## src/rtl/pwm_duty_decoder_pkg.sv

```systemverilog
// rtl/pwm_duty_decoder_pkg.sv - shared state encoding and nominal timing for the PWM duty decoder
// Purpose: decoder FSM state type and default period/timeout values, also used by
//          the PWM generator bench and the line-follower controller.
// Ports:   none (package).
package pwm_duty_decoder_pkg;

    typedef enum logic [1:0] {
        ST_WAIT_EDGE = 2'd0,
        ST_MEASURE   = 2'd1,
        ST_STUCK     = 2'd2
    } dec_state_e;

    localparam int DEF_EXPECTED_PERIOD = 128;
    localparam int DEF_TIMEOUT         = 512;

endpackage

```

## src/rtl/pwm_duty_decoder_sync_edge_detect.sv

```systemverilog
// rtl/pwm_duty_decoder_sync_edge_detect.sv - 2-flop synchroniser with rising-edge detect
// Purpose: brings an asynchronous input into the clock domain and flags its rising edge.
// Ports:   clk_i   - clock
//          rst_ni  - asynchronous active-low reset
//          async_i - asynchronous input line
//          lvl_o   - synchronised level
//          rise_o  - one-cycle rising-edge strobe of lvl_o
module sync_edge_detect (
    input  logic clk_i,
    input  logic rst_ni,
    input  logic async_i,
    output logic lvl_o,
    output logic rise_o
);

    logic s1_q;
    logic s2_q;
    logic s3_q;

    always_ff @(posedge clk_i or negedge rst_ni) begin
        if (!rst_ni) begin
            s1_q <= 1'b0;
            s2_q <= 1'b0;
            s3_q <= 1'b0;
        end else begin
            s1_q <= async_i;
            s2_q <= s1_q;
            s3_q <= s2_q;
        end
    end

    assign lvl_o  = s2_q;
    assign rise_o = s2_q & ~s3_q;

endmodule

```

## src/rtl/pwm_duty_decoder.sv

```systemverilog
// rtl/pwm_duty_decoder.sv - measures PWM period/high time and recovers the duty code
// Purpose: rise-to-rise period and high-time measurement of a PWM line, duty code
//          recovery, off-nominal period flag and stuck-line detection.
// Ports:   clk_3125KHz - system clock
//          rst_n       - asynchronous active-low reset
//          pwm_in      - asynchronous PWM line
//          meas_valid  - one-cycle pulse, new measurement on the data outputs
//          high_cnt    - high time of last complete period
//          period_cnt  - rise-to-rise length of last complete period
//          duty_code   - high_cnt saturated to DUTY_W bits
//          period_err  - last period differed from EXPECTED_PERIOD
//          stuck       - no rising edge for TIMEOUT cycles
//          stuck_level - line level when stuck was declared
module pwm_duty_decoder
    import pwm_duty_decoder_pkg::*;
#(
    parameter int CNT_W           = 10,
    parameter int DUTY_W          = 4,
    parameter int EXPECTED_PERIOD = DEF_EXPECTED_PERIOD,
    parameter int TIMEOUT         = DEF_TIMEOUT
) (
    input  logic              clk_3125KHz,
    input  logic              rst_n,
    input  logic              pwm_in,
    output logic              meas_valid,
    output logic [CNT_W-1:0]  high_cnt,
    output logic [CNT_W-1:0]  period_cnt,
    output logic [DUTY_W-1:0] duty_code,
    output logic              period_err,
    output logic              stuck,
    output logic              stuck_level
);

    localparam logic [CNT_W-1:0] CNT_MAX  = '1;
    localparam logic [CNT_W-1:0] CNT_ONE  = CNT_W'(1);
    localparam logic [CNT_W-1:0] EXP_C    = CNT_W'(EXPECTED_PERIOD);
    localparam logic [CNT_W-1:0] TO_C     = CNT_W'(TIMEOUT);
    localparam logic [CNT_W-1:0] DUTY_MAX = CNT_W'((1 << DUTY_W) - 1);

    logic lvl;
    logic rise;

    sync_edge_detect u_sync (
        .clk_i   (clk_3125KHz),
        .rst_ni  (rst_n),
        .async_i (pwm_in),
        .lvl_o   (lvl),
        .rise_o  (rise)
    );

    logic [CNT_W-1:0]  cnt_q, cnt_d;
    logic [CNT_W-1:0]  hcnt_q, hcnt_d;
    logic [DUTY_W-1:0] duty_sat;

    dec_state_e        state_q;
    logic              meas_valid_q;
    logic [CNT_W-1:0]  high_cnt_q;
    logic [CNT_W-1:0]  period_cnt_q;
    logic [DUTY_W-1:0] duty_code_q;
    logic              period_err_q;
    logic              stuck_q;
    logic              stuck_level_q;

    // Both counters restart at 1 on a rise so that the value seen on the
    // next rise equals the full rise-to-rise length including that cycle.
    always_comb begin
        cnt_d  = cnt_q;
        hcnt_d = hcnt_q;
        if (rise) begin
            cnt_d  = CNT_ONE;
            hcnt_d = CNT_ONE;
        end else begin
            if (cnt_q != CNT_MAX) begin
                cnt_d = cnt_q + CNT_ONE;
            end
            if (lvl && (hcnt_q != CNT_MAX)) begin
                hcnt_d = hcnt_q + CNT_ONE;
            end
        end
    end

    always_comb begin
        duty_sat = '1;
        if (hcnt_q <= DUTY_MAX) begin
            duty_sat = hcnt_q[DUTY_W-1:0];
        end
    end

    always_ff @(posedge clk_3125KHz or negedge rst_n) begin
        if (!rst_n) begin
            cnt_q  <= '0;
            hcnt_q <= '0;
        end else begin
            cnt_q  <= cnt_d;
            hcnt_q <= hcnt_d;
        end
    end

    // A rise always takes priority over the timeout compare, so a period of
    // exactly TIMEOUT cycles is still measured rather than declared stuck.
    always_ff @(posedge clk_3125KHz or negedge rst_n) begin
        if (!rst_n) begin
            state_q       <= ST_WAIT_EDGE;
            meas_valid_q  <= 1'b0;
            high_cnt_q    <= '0;
            period_cnt_q  <= '0;
            duty_code_q   <= '0;
            period_err_q  <= 1'b0;
            stuck_q       <= 1'b0;
            stuck_level_q <= 1'b0;
        end else begin
            meas_valid_q <= 1'b0;
            case (state_q)
                ST_WAIT_EDGE: begin
                    if (rise) begin
                        state_q <= ST_MEASURE;
                    end else if (cnt_q == TO_C) begin
                        state_q       <= ST_STUCK;
                        stuck_q       <= 1'b1;
                        stuck_level_q <= lvl;
                        duty_code_q   <= lvl ? '1 : '0;
                    end
                end
                ST_MEASURE: begin
                    if (rise) begin
                        meas_valid_q <= 1'b1;
                        period_cnt_q <= cnt_q;
                        high_cnt_q   <= hcnt_q;
                        duty_code_q  <= duty_sat;
                        period_err_q <= (cnt_q != EXP_C);
                    end else if (cnt_q == TO_C) begin
                        state_q       <= ST_STUCK;
                        stuck_q       <= 1'b1;
                        stuck_level_q <= lvl;
                        duty_code_q   <= lvl ? '1 : '0;
                    end
                end
                ST_STUCK: begin
                    // First rise after a stuck line only re-arms the measurement.
                    if (rise) begin
                        state_q <= ST_MEASURE;
                        stuck_q <= 1'b0;
                    end
                end
                default: begin
                    state_q <= ST_WAIT_EDGE;
                end
            endcase
        end
    end

    assign meas_valid  = meas_valid_q;
    assign high_cnt    = high_cnt_q;
    assign period_cnt  = period_cnt_q;
    assign duty_code   = duty_code_q;
    assign period_err  = period_err_q;
    assign stuck       = stuck_q;
    assign stuck_level = stuck_level_q;

endmodule
```

## config.mk

```make
export PLATFORM = sky130hd
export DESIGN_NAME = pwm_duty_decoder
export DESIGN_NICKNAME = d
export VERILOG_FILES = /design/src/rtl/pwm_duty_decoder_pkg.sv /design/src/rtl/pwm_duty_decoder_sync_edge_detect.sv /design/src/rtl/pwm_duty_decoder.sv
export SDC_FILE = /design/constraint.sdc
export NUM_CORES = 1
export LEC_CHECK = 0
export CAP_MARGIN = 15
export CORE_MARGIN = 3
export CORE_UTILIZATION = 30
export DETAILED_ROUTE_END_ITERATION = 7
export REMOVE_ABC_BUFFERS = 1
export SYNTH_ARGS = -nofsm -noshare
export SYNTH_HDL_FRONTEND = slang
export SYNTH_SLANG_ARGS = --single-unit
```

## constraint.sdc

```tcl
create_clock -name clk_3125KHz -period 2.1 [get_ports clk_3125KHz]
set_clock_uncertainty 0.2 [all_clocks]
set_input_delay 0.63 -clock clk_3125KHz [delete_from_list [all_inputs] [get_ports clk_3125KHz]]
set_output_delay 0.63 -clock clk_3125KHz [all_outputs]
set_load 0.03 [all_outputs]
```

==> results summary, run 1 <==
The dominant cell type by area after synthesis is sky130_fd_sc_hd__dfrtp_1. For this run, the total global-route usage over all layers was measured as 11.9%. The min-delay analysis places its worst path in the category in -> async. The remaining routing DRC violations came out at 0. The analysis attributes to cell leakage a power of 0.00143 uW. Overall power consumption after layout is estimated at 2370 uW. The synthesized area divided by synthesized cell count came out at 9.74 um^2. The maximum achievable frequency is 482 MHz.

The count of flip-flops with a built-in enable after synthesis is 0. The number of synthesis warnings came out at 0. The violation count after the first detailed-routing iteration is 107. The die covers 0.00934 mm^2. After clock tree synthesis, the clock-pin slew on the worst setup and hold paths is ~0.1 ns. Cells with a size suffix above 1 make up 14.3% of the layout. The worst-skew pair later-pin latency came out at 0.31 ns. The critical path goes through inv_2, ha_4, or4b_4, nand4bb_4, buf_6, o32a_2, o22a_1.

The remaining global-route overflow is 0. The total cell area at the placement stage came out at 0.00290 mm^2. The via count of the first global-routing pass is 1,870. The CTS sink count came out at 53.

The number of levels in the clock H-tree came out at 2. The maximum vdd ir drop is 0.286 mV. The top fanout value on the critical path is 5.

The critical path's largest stage delay came out at around 0.45 ns. Setup repair after global routing could not meet its margin everywhere. In the synthesized netlist the async set-or-reset flop fraction comes to 100%. The count of buffers inserted at the top-level ports is 30.

The arrival time at the worst endpoint is around 2.1 ns. The flip-flop and latch count after synthesis came out at 53. The buffer and inverter count on the worst path came out at 2. The number of rows created at floorplan came out at 32.

The number of slew-limit violations in the final report is 0. The shortest clock period the worst path allows after layout is slightly above 2 ns. The predominant post-synthesis flop cell is sky130_fd_sc_hd__dfrtp_1. The worst hold slack is roughly 0.090 ns. The layout filler cell count is 849.

At the pin with the least slew margin, the transition time is 0.470 ns. The area growth from synthesis to final layout came out at 22.7%. The final worst-path cycle share came out at 98.8%. The count of endpoints failing setup in the final report came out at 0. In this run the clock root is driven by a sky130_fd_sc_hd__clkbuf_8.

The repair_antennas step left the layout with diodes totalling 0. The horizontal die dimension is 96.6 um. The maximum buffer depth of the clock tree came out at 2. The final design instance area without fill is 0.00302 mm^2. The category of the critical setup timing path is reg -> reg.

The vias after detailed routing came out at 1,910. The worst setup path is launched from a flop. Yosys attributes the largest share of cell area to sky130_fd_sc_hd__dfrtp_1 (54%), sky130_fd_sc_hd__nand2_1 (11%), sky130_fd_sc_hd__nor2_1 (2.7%).

The final hold violation count came to 0. Buffers inserted during clock tree synthesis total 5. The footprint of the flip-flops and latches is 0.00133 mm^2.

The number of violations of the max-capacitance limit is 0. Headroom to the max-slew limit came out at between 60% and 70%. TritonCTS built the clock tree. The power density of the placed cells came out at between 700 and 800 mW/mm^2. The synthesized area came out at 0.00246 mm^2. The cell type of the slowest stage on the worst timing path is sky130_fd_sc_hd__or4b_4. After floorplanning, the core was sized to cover 0.00785 mm^2.

In the final routed layout, each cell accounts on average for 13.4 um. The sequential-to-total area share from yosys stat came out at 53.8%. Routability-driven placement finished with a final weighted congestion of between 0.7 and 0.8. Grouping stages by cell kind, the critical path spends the most delay in simple AND/OR/NAND/NOR gates. The worst setup path is captured at a flop. The number of nets in the finished design is between 200 and 300. The multi-input gate area in the final layout is 0.00106 mm^2. The unique cell type count in the Yosys netlist came out at 49.

Counting every instance in the synthesized netlist gives 253. The post-detailed-routing wire length came out at 5310 um. The number of antenna violations at the first check in global routing is 0. In the routed layout, each cell is associated on average with a via count of between 4 and 5. The iteration count of the initial detailed-routing pass came out at 4.

The initial utilization of the core area, before any placement, comes to 31.4%. After synthesis, the most frequently instantiated cells are sky130_fd_sc_hd__nand2_1 (69), sky130_fd_sc_hd__dfrtp_1 (53), sky130_fd_sc_hd__nor2_1 (18). The pin count of the biggest net entering global routing came out at 54. The die height came out at 96.6 um. The most common cell in the netlist is sky130_fd_sc_hd__nand2_1. The top cell type's share of synthesized area is 53.8%. The final antenna-violating net count came out at 0. The first global-routing pass estimated 9120 um of wire. For the worst setup path, the data required time is 2.11 ns. The I/O pin count is 31. The HPWL after detailed placement is about 3600 um. The run finished with clean final reports.
## registers in the layout, summed over array words and instances, names as in the netlist
name	cells
period_cnt	10
high_cnt	10
period_err	1
cnt_q	10
state_q	2
u_sync.lvl_o	1
meas_valid	1
stuck	1
u_sync.s3_q	1
stuck_level	1
hcnt_q	10
duty_code	4
u_sync.s1_q	1
## final timing paths
| kind | start | to | slack, ns | depth (start not counted) |
|---|---|---|---|---|
| setup / recovery | cnt_q[0] | duty_code[2] | 0.03 | 7 |
| max in group asynchronous | rst_n | stuck | 1.36 | 2 |
| setup reg to reg | cnt_q[0] | duty_code[2] | 0.03 | 7 |
| hold / removal | rst_n | period_cnt[6] | 0.09 | 2 |
| hold reg to reg | u_sync.s1_q | u_sync.lvl_o | 0.16 | 0 |
| min in group clk_3125KHz | u_sync.s1_q | u_sync.lvl_o | 0.16 | 0 |
## power by group
part	internal, uW	switching, uW
Clock	238	367
Sequential	1130	74.2
Combinational	221	347
Total	1580	788
## routing by layer
metal	share of wire, %	GRT usage, %
met4	1.7	4.86
met1	50	16.8
met2	44	17.6
met3	4.4	2.60
met5	0	0
## through the flow
step                instances  utilization (%)  TNS, ns  setup slack [ns]
floorplan                 238                -   -13.39            -0.636
global placement          384             37.0        0            0.0514
detailed placement        384             37.0  -0.0748           -0.0307
CTS                       394             38.2        0            0.0116
global route              395             38.5  -0.0256           -0.0118
finish                    395             38.5        0            0.0261
## logic make-up after synthesis
group | after synthesis | synth area share, %
and+or+nand+nor | 128 | 24.0
buffers and inverters | 19 | 4.72
adders and majority gates | 3 | 1.52
AOI/OAI and AO/OA | 43 | 13.3
muxes | 3 | 1.27
xor gates and xnor gates | 4 | 1.42
DFF | 53 | 53.8
## timing repair
| item | CTS | global route |
|---|---|---|
| hold buffers | 0 | 0 |
| setup buffers | 1 | 1 |
| resized for setup | 32 | 6 |
| setup endpoints to repair | 33 | 6 |
| gates cloned | 1 | 0 |
## layout make-up
cell class / instances / share of cell area, %
Clock buffer: 5 / 2.28
Sequential cell: 53 / 43.9
Clock inverter: 3 / 0.704
Timing Repair Buffer: 47 / 13.4
Tap cell: 102 / 4.22
Multi-Input combinational cell: 181 / 35.0
Inverter: 4 / 0.497
## layout by cell type, fill, tap and decap left out, types with 3 or more instances in the layout
cell / instances
sky130_fd_sc_hd__o32a_2: 4
sky130_fd_sc_hd__a21oi_1: 7
sky130_fd_sc_hd__nand4_1: 6
sky130_fd_sc_hd__o22a_1: 4
sky130_fd_sc_hd__dlygate4sd2_1: 28
sky130_fd_sc_hd__nand3_1: 9
sky130_fd_sc_hd__and2_1: 3
sky130_fd_sc_hd__dfrtp_1: 53
sky130_fd_sc_hd__o21ai_0: 10
sky130_fd_sc_hd__nor3_1: 6
sky130_fd_sc_hd__nand2_1: 69
sky130_fd_sc_hd__clkbuf_8: 5
sky130_fd_sc_hd__buf_4: 15
sky130_fd_sc_hd__nor2_1: 18
No activity file was read; power rests on OpenSTA's default activity.
==> inputs of run 2 (changes only) <==
--- a/config.mk
+++ b/config.mk
@@ -5,10 +5,13 @@
 export SDC_FILE = /design/constraint.sdc
 export NUM_CORES = 1
 export LEC_CHECK = 0
+export ABC_AREA = 1
 export CAP_MARGIN = 15
 export CORE_MARGIN = 3
-export CORE_UTILIZATION = 30
+export CORE_UTILIZATION = 45
+export CTS_CLUSTER_DIAMETER = 60
 export DETAILED_ROUTE_END_ITERATION = 7
+export PLACE_DENSITY = 0.69
 export REMOVE_ABC_BUFFERS = 1
 export SYNTH_ARGS = -nofsm -noshare
 export SYNTH_HDL_FRONTEND = slang
==> run 2 against run 1 <==
  * Sequential share of layout area is 0.42 points higher
  * Global-route usage up 6.4 points
  * Sequential cell count is the same
  * Clock power rose by 19%
  * Core utilization is 19 points higher
  * Wire length down 2.3%
  * Setup slack better by 0.14 ns
  * Synthesized cell count rose by 21%
  * Power up 3.0%
  * Critical path depth down 6
  * Non-clock buffer count is 10 lower
  * Critical endpoint is now duty_code[1]
==> results summary, run 2 <==
The count of flip-flops with a built-in enable after synthesis was 0 (unchanged). The shortest clock period the worst path allows after layout came out at 1.94 ns (was 2.07 ns). The required time at the endpoint of the critical path was 1.27 ns (was 2.11 ns). The count of hold-fix buffers inserted at cts is 0 (unchanged). The total global routing track utilization is 18.3% (was 11.9%). The area growth from synthesis to final layout came out at 19.9% (was 22.7%). The maximum vdd ir drop came out at 0.402 mV (was 0.286 mV).

The most used routing layer in global routing is met2 (unchanged). The post-detailed-routing wire length was 5190 um (was 5310 um). The number of synthesis warnings was 0 (unchanged). The proportion of synthesized flip-flops having asynchronous set or reset came out at 100% (unchanged). The die height came out at 80.5 um (was 96.6 um). The final worst-path cycle share is 92.3% (was 98.8%).

Most numerous cell types in the synthesized netlist: sky130_fd_sc_hd__nand2_1 (84), sky130_fd_sc_hd__dfrtp_1 (53), sky130_fd_sc_hd__nor2_1 (39) (was sky130_fd_sc_hd__nand2_1 (69), sky130_fd_sc_hd__dfrtp_1 (53), sky130_fd_sc_hd__nor2_1 (18)). The cell count after synthesis came out at 307 (was 253). The diode insertion count for antenna repair came out at 0 (unchanged).

The share of cells above drive strength 1 came to 8.38% (was 14.3%). The routed wire length per instance is 12.5 um (was 13.4 um). The critical path's top delay family is buffers and inverters (was simple AND/OR/NAND/NOR gates). The HPWL after detailed placement is 3770 um (was 3580 um).

The cell type of the slowest stage on the worst timing path was sky130_fd_sc_hd__dlygate4sd2_1 (was sky130_fd_sc_hd__or4b_4). The category of the critical setup timing path was reg -> out (was reg -> reg). The worst hold slack is 0.0939 ns (was 0.0903 ns).

The number of rows created at floorplan is 26 (was 32). The maximum achievable frequency is 516 MHz (was 482 MHz). The number of levels in the clock H-tree came out at 2 (unchanged). The iteration count of the initial detailed-routing pass is 4 (unchanged). Commonest cells after routing, fill and taps aside: sky130_fd_sc_hd__nand2_1 (84), sky130_fd_sc_hd__dfrtp_1 (53), sky130_fd_sc_hd__nor2_1 (39) (was sky130_fd_sc_hd__nand2_1 (69), sky130_fd_sc_hd__dfrtp_1 (53), sky130_fd_sc_hd__dlygate4sd2_1 (28)). The flip-flop and latch count after synthesis was 53 (unchanged). The synthesized area came out at 0.00250 mm^2 (was 0.00246 mm^2). The violation count after the first detailed-routing iteration is 113 (was 107). The arrival time at the worst endpoint is 1.11 ns (was 2.08 ns). The buffer type at the clock tree root is sky130_fd_sc_hd__clkbuf_8 (unchanged). The top cell type's share of synthesized area is 53.1% (was 53.8%). The internal reg-to-reg setup slack came out at 0.27 ns (was 0.03 ns). Cells along the critical path: dlygate4sd2_1 (was inv_2, ha_4, or4b_4, nand4bb_4, buf_6, o32a_2, o22a_1). The horizontal die dimension is 80.5 um (was 96.6 um).

The number of violations of the max-capacitance limit came out at 0 (unchanged). The global routing met1 resource utilization came to 23.6% (was 16.8%). The final hold violation count came to 0 (unchanged). The type of destination of the critical path was a primary output (was flop). The final estimated routing congestion in global placement came out at 0.805 (was 0.758). The CTS sink count came out at 53 (unchanged). The critical path's largest stage delay is 0.41 ns (was 0.45 ns). The synthesized area divided by synthesized cell count came out at 8.13 um^2 (was 9.74 um^2). The power density of the placed cells is 817 mW/mm^2 (was 785 mW/mm^2). The starting utilization of the core area was 47.7% (was 31.4%). The clock-pin slew on the worst setup and hold paths is 0.09 ns (was 0.10 ns).

The launching element type of the critical path is a flop (unchanged). The CTS tree is yes (unchanged). The wire length of the first global-routing pass was 9190 um (was 9120 um). Most area-consuming cells after synthesis: sky130_fd_sc_hd__dfrtp_1 (53%), sky130_fd_sc_hd__nand2_1 (13%), sky130_fd_sc_hd__nor2_1 (5.9%) (was sky130_fd_sc_hd__dfrtp_1 (54%), sky130_fd_sc_hd__nand2_1 (11%), sky130_fd_sc_hd__nor2_1 (2.7%)). The startpoint of the lowest-slack register-to-register path was cnt_q[0] (unchanged). The number of antenna violations at the first check in global routing came out at 0 (unchanged).

The remaining global-route overflow came out at 0 (unchanged). The number of nets in the finished design is 351 (was 298). The number of slew-limit violations in the final report came out at 0 (unchanged). The count of endpoints failing setup in the final report is 0 (unchanged). The class of the most critical hold timing path was in -> async (unchanged).

The commonest non-fill, non-tap cell in the layout is sky130_fd_sc_hd__nand2_1 (unchanged). The vias after detailed routing was 2,083 (was 1,910). The remaining routing DRC violations is 0 (unchanged). The routed via count divided by cell count was 5.01 (was 4.84). The normalized max-slew margin was 79.7% (was 68.5%).

The final total negative setup slack came out at 0 ns (unchanged). The most common cell in the netlist is sky130_fd_sc_hd__nand2_1 (unchanged). The area of the core came out at 0.00524 mm^2 (was 0.00785 mm^2). The I/O pin count is 31 (unchanged). The global routing usage on met3 is 3.03% (was 2.60%).

The worst-skew pair later-pin latency came out at 0.31 ns (about the same). The pin count of the biggest net entering global routing is 54 (unchanged). The sequential-to-total area share from yosys stat was 53.1% (was 53.8%). The static leakage was 0.00150 uW (was 0.00143 uW). The clock buffer count from CTS came out at 5 (unchanged).

The overall die area came out at 0.00648 mm^2 (was 0.00934 mm^2). The predominant post-synthesis flop cell is sky130_fd_sc_hd__dfrtp_1 (unchanged). The unique cell type count in the Yosys netlist is 24 (was 49). The buffer and inverter count on the worst path came out at 1 (was 2). Run status: completed (unchanged). The top fanout value on the critical path is 3 (was 5). Setup repair after global routing missed its margin: false (was true). The number of cell instances on the worst register-to-register path came out at 9 (was 7). The capturing point of the worst reg2reg path is duty_code[1] (was duty_code[2]). The final antenna-violating net count came out at 0 (unchanged). The maximum buffer depth of the clock tree came out at 2 (unchanged). The dominant cell type by area after synthesis is sky130_fd_sc_hd__dfrtp_1 (unchanged). The count of buffers inserted at the top-level ports came to 30 (unchanged). The via count of the first global-routing pass is 2,049 (was 1,870). The worst-margin pin slew came out at 0.304 ns (was 0.470 ns). The fraction of met2 tracks used by global routing is 29.9% (was 17.6%).
[run 2: cell types whose count changed in the layout (fill, tap and decap cells not counted), sizes merged, moves of 5 or more]
cell   delta
nand3    +20
o21ai    +18
a21oi     -5
nand2    +20
buf      -10
nor2     +24
o32a      -5
inv      +28
[run 2: repair_timing]
action,in CTS,in global routing
setup endpoints to repair,28,0
gates resized for setup,28,0
setup buffers,0,0
[run 2: power breakdown]
group          switching (uW)  total (uW)  internal [uW]
Combinational             337         500            163
Sequential               94.4        1220           1130
Clock                     333         722            389
[run 2: area by class of cell]
| type | count | area [um^2] |
|---|---|---|
| Fill cell | 504 | 2240 |
| Sequential cell | 53 | 1330 |
| Multi-Input combinational cell | 216 | 1020 |
| Timing Repair Buffer | 37 | 325 |
| Inverter | 32 | 120 |
| Tap cell | 70 | 87.6 |
| Clock buffer | 7 | 86.3 |
| Clock inverter | 1 | 30.0 |
[run 2: worst register-to-register path, cell delays in order, from the launching register on]
cell and delay (ns):
sky130_fd_sc_hd__dfrtp_1 0.45, sky130_fd_sc_hd__inv_1 0.12, sky130_fd_sc_hd__ha_1 0.15, sky130_fd_sc_hd__nand2_1 0.05, sky130_fd_sc_hd__nor2_1 0.22, sky130_fd_sc_hd__nand3_1 0.23, sky130_fd_sc_hd__nand2_1 0.11, sky130_fd_sc_hd__nand3_1 0.06
sky130_fd_sc_hd__nand2_1 0.06, sky130_fd_sc_hd__nand2_1 0.05
[run 2: how the worst max path moves through the flow]
stage / to / slack [ns] / cells past startpoint / startpoint
6_report: duty_code[1] / 0.16 / 1 / duty_code[1]
5_1_grt: duty_code[2] / 0.07 / 9 / cnt_q[0]
4_1_cts: duty_code[1] / 0.15 / 1 / duty_code[1]
3_5_place_dp: duty_code[1] / 0.22 / 1 / duty_code[1]
3_3_place_gp: duty_code[3] / 0.24 / 1 / duty_code[3]
2_1_floorplan: duty_code[0] / 0.40 / 8 / u_sync.s3_q
[run 2: kinds of logic (layout without fill, tap and decap cells)]
group / after synthesis / in the layout / synth area share, %
adder cells (fa/ha/maj): 3 / 3 / 1.50
AND/OR/NAND/NOR: 172 / 172 / 29.9
buffers and inverters: 38 / 77 / 6.12
flip-flops: 53 / 53 / 53.1
AO/OA/AOI/OAI: 38 / 38 / 8.27
XOR/XNOR: 3 / 3 / 1.05
[run 2: per-layer routing]
| metal | up-vias | share of wire (%) |
|---|---|---|
| met1 | 984 | 48 |
| met4 | 0 | 1.5 |
| met5 | - | 0 |
| met3 | 8 | 3.5 |
| li1 | 1059 | - |
| met2 | 32 | 47 |
[run 2: metrics by stage]
step | util, % | instance area [um^2] | power [uW] | worst slack, ns | cells
floorplan | - | 2460 | 1560 | 0.397 | 301
global placement | 55.6 | 2910 | 1780 | 0.235 | 408
detailed placement | 55.6 | 2910 | 1800 | 0.223 | 408
CTS | 57.1 | 2990 | 2470 | 0.148 | 416
global route | 57.1 | 2990 | 2580 | 0.0727 | 416
finish | 57.1 | 2990 | 2440 | 0.162 | 416
